--- config.mk ---
export PLATFORM = sky130hd
export DESIGN_NAME = fifo_uart_tx
export DESIGN_NICKNAME = d
export VERILOG_FILES = /design/src/rtl/fifo_uart_tx.sv
export SDC_FILE = /design/constraint.sdc
export NUM_CORES = 1
export LEC_CHECK = 0
export CAP_MARGIN = 0
export CORE_MARGIN = 2
export CORE_UTILIZATION = 45
export CTS_BUF_LIST = sky130_fd_sc_hd__clkbuf_4 sky130_fd_sc_hd__clkbuf_8
export DETAILED_ROUTE_END_ITERATION = 12
export HOLD_SLACK_MARGIN = 0.03
export PLACE_DENSITY = 0.73
export SETUP_SLACK_MARGIN = 0.15
export SLEW_MARGIN = 40
export SYNTH_ARGS = -nofsm -noshare
export SYNTH_HDL_FRONTEND = slang
export SYNTH_SLANG_ARGS = --single-unit
--- constraint.sdc ---
create_clock -name CLK -period 4.2 [get_ports CLK]
set_input_delay 1.26 -clock CLK [delete_from_list [all_inputs] [get_ports CLK]]
set_output_delay 1.26 -clock CLK [all_outputs]
set_load 0.05 [all_outputs]
--- src/rtl/fifo_uart_tx.sv ---
// fifo_uart_tx -- pulls bytes from an upstream FIFO and serialises them as
// 8N1 UART frames (8E1 when FIFO_UART_TX_PARITY_EN is defined).
//
// Optional feature macro: FIFO_UART_TX_PARITY_EN
//   defined   -> an even-parity bit follows the data bits (11-bit frame)
//   undefined -> no parity state or logic (10-bit frame)
//
// Parameters:
//   CLKS_PER_BIT  clock cycles per serial bit (2..65535)
//
// Ports:
//   CLK         clock, all state changes on the rising edge
//   RST         synchronous active-high reset
//   FIFO_DATA   byte presented by the upstream FIFO (valid one cycle after RD_EN)
//   FIFO_EMPTY  upstream FIFO empty flag
//   FIFO_RD_EN  registered one-cycle read strobe to the upstream FIFO
//   TX          serial line, idle high
//   BUSY        high in every state except IDLE
//   BYTE_DONE   one-cycle pulse in the last cycle of the stop bit
//
// Every output is a register that is loaded on the same edge as the state it
// belongs to, so each output always describes the state currently held.

module fifo_uart_tx #(
    parameter int unsigned CLKS_PER_BIT = 4
) (
    input  logic       CLK,
    input  logic       RST,
    input  logic [7:0] FIFO_DATA,
    input  logic       FIFO_EMPTY,
    output logic       FIFO_RD_EN,
    output logic       TX,
    output logic       BUSY,
    output logic       BYTE_DONE
);

    // Last count of a bit period, and the count one before it (used to raise
    // BYTE_DONE so that the registered pulse lands on the final stop cycle).
    localparam logic [15:0] BAUD_LAST = 16'(CLKS_PER_BIT - 1);
    localparam logic [15:0] BAUD_PRE  = 16'(CLKS_PER_BIT - 2);

    typedef enum logic [2:0] {
        IDLE   = 3'd0,
        READ   = 3'd1,
        LATCH  = 3'd2,
        START  = 3'd3,
        DATA   = 3'd4,
`ifdef FIFO_UART_TX_PARITY_EN
        PARITY = 3'd5,
`endif
        STOP   = 3'd6
    } state_t;

    state_t      state;
    logic [15:0] baud_cnt;
    logic [2:0]  bit_idx;
    logic [7:0]  shreg;
    logic        bit_end;

    assign bit_end = (baud_cnt == BAUD_LAST);

    always_ff @(posedge CLK) begin
        if (RST) begin
            // Aborts any frame in flight; a byte already popped is dropped.
            state      <= IDLE;
            baud_cnt   <= '0;
            bit_idx    <= '0;
            shreg      <= '0;
            TX         <= 1'b1;
            FIFO_RD_EN <= 1'b0;
            BUSY       <= 1'b0;
            BYTE_DONE  <= 1'b0;
        end else begin
            // Single-cycle strobes default low.
            FIFO_RD_EN <= 1'b0;
            BYTE_DONE  <= 1'b0;

            case (state)
                IDLE: begin
                    baud_cnt <= '0;
                    TX       <= 1'b1;
                    if (!FIFO_EMPTY) begin
                        state      <= READ;
                        FIFO_RD_EN <= 1'b1;
                        BUSY       <= 1'b1;
                    end else begin
                        BUSY <= 1'b0;
                    end
                end

                READ: begin
                    // Strobe was issued on entry; the FIFO returns data
                    // during the following cycle.
                    state    <= LATCH;
                    baud_cnt <= '0;
                end

                LATCH: begin
                    // Only point at which FIFO_DATA is looked at; the byte is
                    // frozen for the rest of the frame.
                    shreg    <= FIFO_DATA;
                    state    <= START;
                    baud_cnt <= '0;
                    TX       <= 1'b0;
                end

                START: begin
                    if (bit_end) begin
                        state    <= DATA;
                        baud_cnt <= '0;
                        bit_idx  <= '0;
                        TX       <= shreg[0];
                    end else begin
                        baud_cnt <= baud_cnt + 16'd1;
                    end
                end

                DATA: begin
                    if (bit_end) begin
                        baud_cnt <= '0;
                        if (bit_idx == 3'd7) begin
                            bit_idx <= '0;
`ifdef FIFO_UART_TX_PARITY_EN
                            state   <= PARITY;
                            TX      <= ^shreg;
`else
                            state   <= STOP;
                            TX      <= 1'b1;
`endif
                        end else begin
                            bit_idx <= bit_idx + 3'd1;
                            TX      <= shreg[bit_idx + 3'd1];
                        end
                    end else begin
                        baud_cnt <= baud_cnt + 16'd1;
                    end
                end

`ifdef FIFO_UART_TX_PARITY_EN
                PARITY: begin
                    if (bit_end) begin
                        state    <= STOP;
                        baud_cnt <= '0;
                        TX       <= 1'b1;
                    end else begin
                        baud_cnt <= baud_cnt + 16'd1;
                    end
                end
`endif

                STOP: begin
                    if (bit_end) begin
                        state    <= IDLE;
                        baud_cnt <= '0;
                        BUSY     <= 1'b0;
                    end else begin
                        baud_cnt  <= baud_cnt + 16'd1;
                        // Registered one cycle early so the pulse coincides
                        // with the final stop cycle.
                        BYTE_DONE <= (baud_cnt == BAUD_PRE);
                    end
                end

                default: begin
                    state    <= IDLE;
                    baud_cnt <= '0;
                    bit_idx  <= '0;
                    TX       <= 1'b1;
                    BUSY     <= 1'b0;
                end
            endcase
        end
    end

endmodule

==> flow_summary.toml, run 1 <==
[pwr]
cellLeakagePower_nw = 0.6279
peakVddDrop_mv = 0.1647
powerDensity_nw_per_um2 = 337.5

[floorplanning]
die-height_um = 65.09
core_um2 = 3633
pin_count = 15
dieArea_um2 = 4236
std_cell_rows = 22
die_w_um = 65.09
start_util_pct = 46.21

[sta]
fin_skew_ps = 9.497
worst_slew_pin_slew_ps = 712.7
timing.fmax_ghz = 0.3522
hold_viol = 0
finalCritPeriodShare_pct = 67.60
maxSlewViolCount = 0
rsz0062_at_grt = "false"
setup_viol = 0
whs_ps = 480.9
period_minus_slack_ps = 2839
max_slew_margin_pct = 52.34
tns_ps = 0

[synthesis]
yosysWarnings = 0
ys_ff_latch = 34
syn-cell-area_um2 = 1679
syn_avg_cell_area_um2 = 9.381
ys_seq_area_share_pct = 40.54
synth_enable_flop_cells = 0
synthFlopType = "dfxtp_1"
syn-num-nets = 194
synthTopCellsByArea = "dfxtp_1 41%, nor2_1 7.6%, xnor2_1 6.8%, mux2i_1 6.0%, ha_1 3.0%"
yosys.area.top_type = "dfxtp_1"
ys_top_cells_by_count = "34 x dfxtp_1, 34 x nor2_1, 13 x xnor2_1"
ys_async_sr_fraction_pct = 0
syn_inst = 179
synth_top_area_share_pct = 40.54
ys_types = 44

[final_layout]
nets = 208
layout-drive-gt1-share_pct = 10.88
syn2layout_area_growth_pct = 14.90
final_core_util_pct = 53.10
final_cells = 241
diodes = 0

[clock_network]
clockBufferDepth = 2
clkLatencyLatePin_ps = 290
cts_setup_buffers = 0
cts.root.buffer_cell = "clkbuf_8"
clkTransAtPathRegs_ps = 70
clkSinkCount = 34
cts_buffers = 5
post_cts_resized = 0
ctsHtreeMaxLevel = 2
cts_tree = "built"
ctsHoldBuffers = 0

[critical_path]
required_ps = 4380
end_kind = "register"
cpMaxStageDelayCell = "clkdlybuf4s50_1"
crit_fanout = 19
start_kind = "input pin"
slowest_delay_ps = 770
r2r_cells = 5
critPathArrivalTime_ps = 3020
path_cells = "clkdlybuf4s50_1 -> nor2_1 -> nor4bb_1 -> nand3_1 -> o31a_1"
crit_family = "simple AND/OR/NAND/NOR gates"
crit_type = "input pin to register"
critPathBufInv = 1
worst-path-stages = 5

[placement]
dp_cells = 234
gp_congestion = 0.7597
port_buffers = 14
dp_hpwl_um = 2189

[min_path]
min_path_cells = 1
hold_class = "register to register"

[routing]
drt-initial-drc-count = 131
drt_first_pass_iters = 4
detail-route-antenna-nets = 0
drt-total-wl_um = 3149
drt-vias-per-instance = 5.461
drt_drc_violations_left = 0
vias = 1316
wire_per_inst_um = 13.07

[global_routing]
grt_usage_pct = 16.68
antenna_found_initial = 0
grt_pass1_vias = 1166
grt_first_pass_wirelength_um = 5409
grt-ovfl-total = 0
grt_max_degree = 20

[flow_run]
maxCapViolCount = 0

[outcome]
run_status = "complete, no violations"
[through the flow]
step                power (W)  cell area, um^2  setup slack, ps
detailed placement  0.0004202             1846             1075
floorplan           0.0003977             1679             1948
finish              0.0006512             1929             1361
global placement    0.0004197             1846             1121
global route        0.0006786             1929             1192
CTS                 0.0006569             1929             1378
[layout make-up]
type                            instances  area, um^2
Tap cell                               48       60.06
Timing Repair Buffer                   15       147.6
Clock buffer                            7       83.83
Sequential cell                        34       680.7
Fill cell                             346        1704
Multi-Input combinational cell        131       934.6
Inverter                                6       22.52
[power breakdown]
part / switching (W) / internal (W) / leakage (nW)
sequential: 0.0000129 / 0.000333 / 0.276
clock: 0.000111 / 0.000127 / 0.0452
combinational: 0.0000331 / 0.0000341 / 0.307
[flip-flops by register name, indices dropped and copies added, names as in the netlist]
register	flops
bit_idx	3
baud_cnt	16
BUSY	1
TX	1
state	3
FIFO_RD_EN	1
BYTE_DONE	1
shreg	8
[cell families (layout without fill, tap and decap cells)]
| kind of cell | Yosys count | in the layout | share of synthesized area [%] |
|---|---|---|---|
| adder cells (fa/ha/maj) | 5 | 5 | 3.577 |
| buffers and inverters | 14 | 28 | 3.800 |
| AO/OA/AOI/OAI | 17 | 17 | 8.346 |
| flip-flops | 34 | 34 | 40.54 |
| multiplexers | 12 | 12 | 8.644 |
| AND/OR/NAND/NOR | 83 | 83 | 27.80 |
| XOR/XNOR | 14 | 14 | 7.303 |
[routing by layer]
layer	up-vias	track usage, %	wire [um]
met5	-	0	0
met4	0	8.333	70
met3	7	5.729	188
met2	39	24.10	1367
met1	605	22.03	1522
li1	665	-	-
[worst paths after layout]
check	start	end	slack (ps)
max	RST	TX	1360
min	baud_cnt[0]	baud_cnt[0]	480
max reg2reg	baud_cnt[0]	baud_cnt[2]	2400
min reg2reg	baud_cnt[0]	baud_cnt[0]	480
[cell usage in the layout (no fill, tap or decap), drive strengths merged, types with 2 or more instances in the layout]
cell,instances
dfxtp,34
nor2,34
clkdlybuf4s50,14
xnor2,13
nand3,11
mux2i,10
nand2,9
nor4,9
nand4,7
clkbuf,7
inv,6
nor3,4
ha,4
a21oi,3
nor3b,2
mux4,2
o311a,2
Power figures use the tool's default switching activity.
==> inputs of run 2 (changes only) <==
clock period = 2.7 ns   (was 4.2 ns; I/O delays follow)
==> run 2 against run 1 <==
Cell area rose by 0.97%. Via count decreased by 0.30%. Die area is the same. Critical path type is now register to output port. Largest cell class unchanged.
==> flow_summary.toml, run 2 (synthesized netlist as in run 1, its figures left out) <==
[final_layout]
final_cell_mix = "34 x dfxtp_1, 34 x nor2_1, 14 x clkdlybuf4s50_1, 13 x xnor2_1"
largest_register = "baud_cnt"
fill_cells = 357
nets = 209
final_core_util_pct = 53.62
layout-drive-gt1-share_pct = 11.79
diodes = 0
final_cells = 243
syn2layout_area_growth_pct = 16.02
largestRegisters = "baud_cnt x16, shreg x8"
largest_register_ffs = 16

[placement]
dp_cells = 235
port_buffers = 14
gp_congestion = 0.7374
dp_hpwl_um = 2086

[routing]
drt-total-wl_um = 3035
drt_drc_violations_left = 0
wl_met3_um = 120
dr.max_layer_used = "met4"
drt-vias-per-instance = 5.399
drt-initial-drc-count = 67
vias = 1312
detail-route-antenna-nets = 0
wire_per_inst_um = 12.49
dr_wl_met2_um = 1297
drt_first_pass_iters = 4
routedLengthMet1_um = 1590

[global_routing]
antenna_found_initial = 0
grt-ovfl-total = 0
grt_first_pass_wirelength_um = 5319
grt_pass1_vias = 1202
grt_usage_pct = 16.11
grt_max_degree = 19

[pwr]
powerDensity_nw_per_um2 = 530.0
peakVddDrop_mv = 0.2240
cellLeakagePower_nw = 0.6392

[clock_network]
cts_buffers = 5
post_cts_resized = 0
clkSinkCount = 34
clkTransAtPathRegs_ps = 70
clkLatencyLatePin_ps = 280
cts_tree = "built"
cts_setup_buffers = 0
clockBufferDepth = 2
ctsHtreeMaxLevel = 2
ctsHoldBuffers = 0
cts.root.buffer_cell = "clkbuf_8"

[sta]
finalCritPeriodShare_pct = 85.52
max_slew_margin_pct = 60.34
period_minus_slack_ps = 2309
timing.fmax_ghz = 0.4331
whs_ps = 481.1
worst_slew_pin_slew_ps = 594.0
tns_ps = 0
hold_viol = 0
fin_skew_ps = 10.25
maxSlewViolCount = 0
rsz0062_at_grt = "false"
setup_viol = 0

[critical_path]
crit_fanout = 5
crit_family = "buffers and inverters"
cpMaxStageDelayCell = "clkdlybuf4s50_1"
crit_type = "register to output port"
path_cells = "clkdlybuf4s50_1"
required_ps = 1890
slowest_delay_ps = 820
start_kind = "register"
critPathArrivalTime_ps = 1500
end_kind = "output port"
critPathBufInv = 1

[floorplanning]
dieArea_um2 = 4236
start_util_pct = 46.21
std_cell_rows = 22
die_w_um = 65.09
pin_count = 15
core_um2 = 3633
die-height_um = 65.09

[min_path]
hold_class = "register to register"

[flow_run]
maxCapViolCount = 0

[outcome]
run_status = "complete, no violations"
==> run 2: layout make-up <==
class	instances	area [um^2]	share of cell area [%]
Inverter	6	22.52	1.156
Multi-Input combinational cell	131	934.6	47.98
Timing Repair Buffer	16	155.1	7.964
Clock inverter	1	5.005	0.2569
Sequential cell	34	680.7	34.94
Clock buffer	7	90.09	4.624
Tap cell	48	60.06	3.083
==> run 2: path summary, 6_finish.rpt <==
path	startpoint	endpoint	slack, ps	cells after the start
worst min register to register	baud_cnt[0]	baud_cnt[0]	480	1
worst max register to register	baud_cnt[0]	baud_cnt[11]	900	5
worst max-delay path	TX	TX	390	1
worst min-delay path	baud_cnt[0]	baud_cnt[0]	480	1
==> run 2: layer usage <==
| metal | vias to the layer above | track usage, % |
|---|---|---|
| met5 | - | 0 |
| met4 | 0 | 7.031 |
| met3 | 4 | 3.646 |
| met2 | 24 | 24.87 |
| met1 | 611 | 21.54 |
| li1 | 673 | - |
==> run 2: report_power, final <==
| group | switching [W] | total, W | internal, W |
|---|---|---|---|
| Sequential | 0.0000195 | 0.000538 | 0.000518 |
| Clock | 0.000174 | 0.000389 | 0.000215 |
| Combinational | 0.0000516 | 0.000105 | 0.0000538 |
==> run 2: through the flow <==
stage          total power (W)  area, um^2  setup WS (ps)
6_report              0.001032        1948          391.1
5_1_grt               0.001074        1948          347.0
4_1_cts               0.001045        1948          382.7
3_5_place_dp         0.0006554        1853          493.7
3_3_place_gp         0.0006542        1853          519.8
2_1_floorplan        0.0006187        1679          897.5
==> inputs of run 3 (changes only) <==
CTS_CLUSTER_SIZE = 25   (was unset)
==> results of run 3 <==
Same layout as run 2: the final DEF is identical, and so are final timing and power.
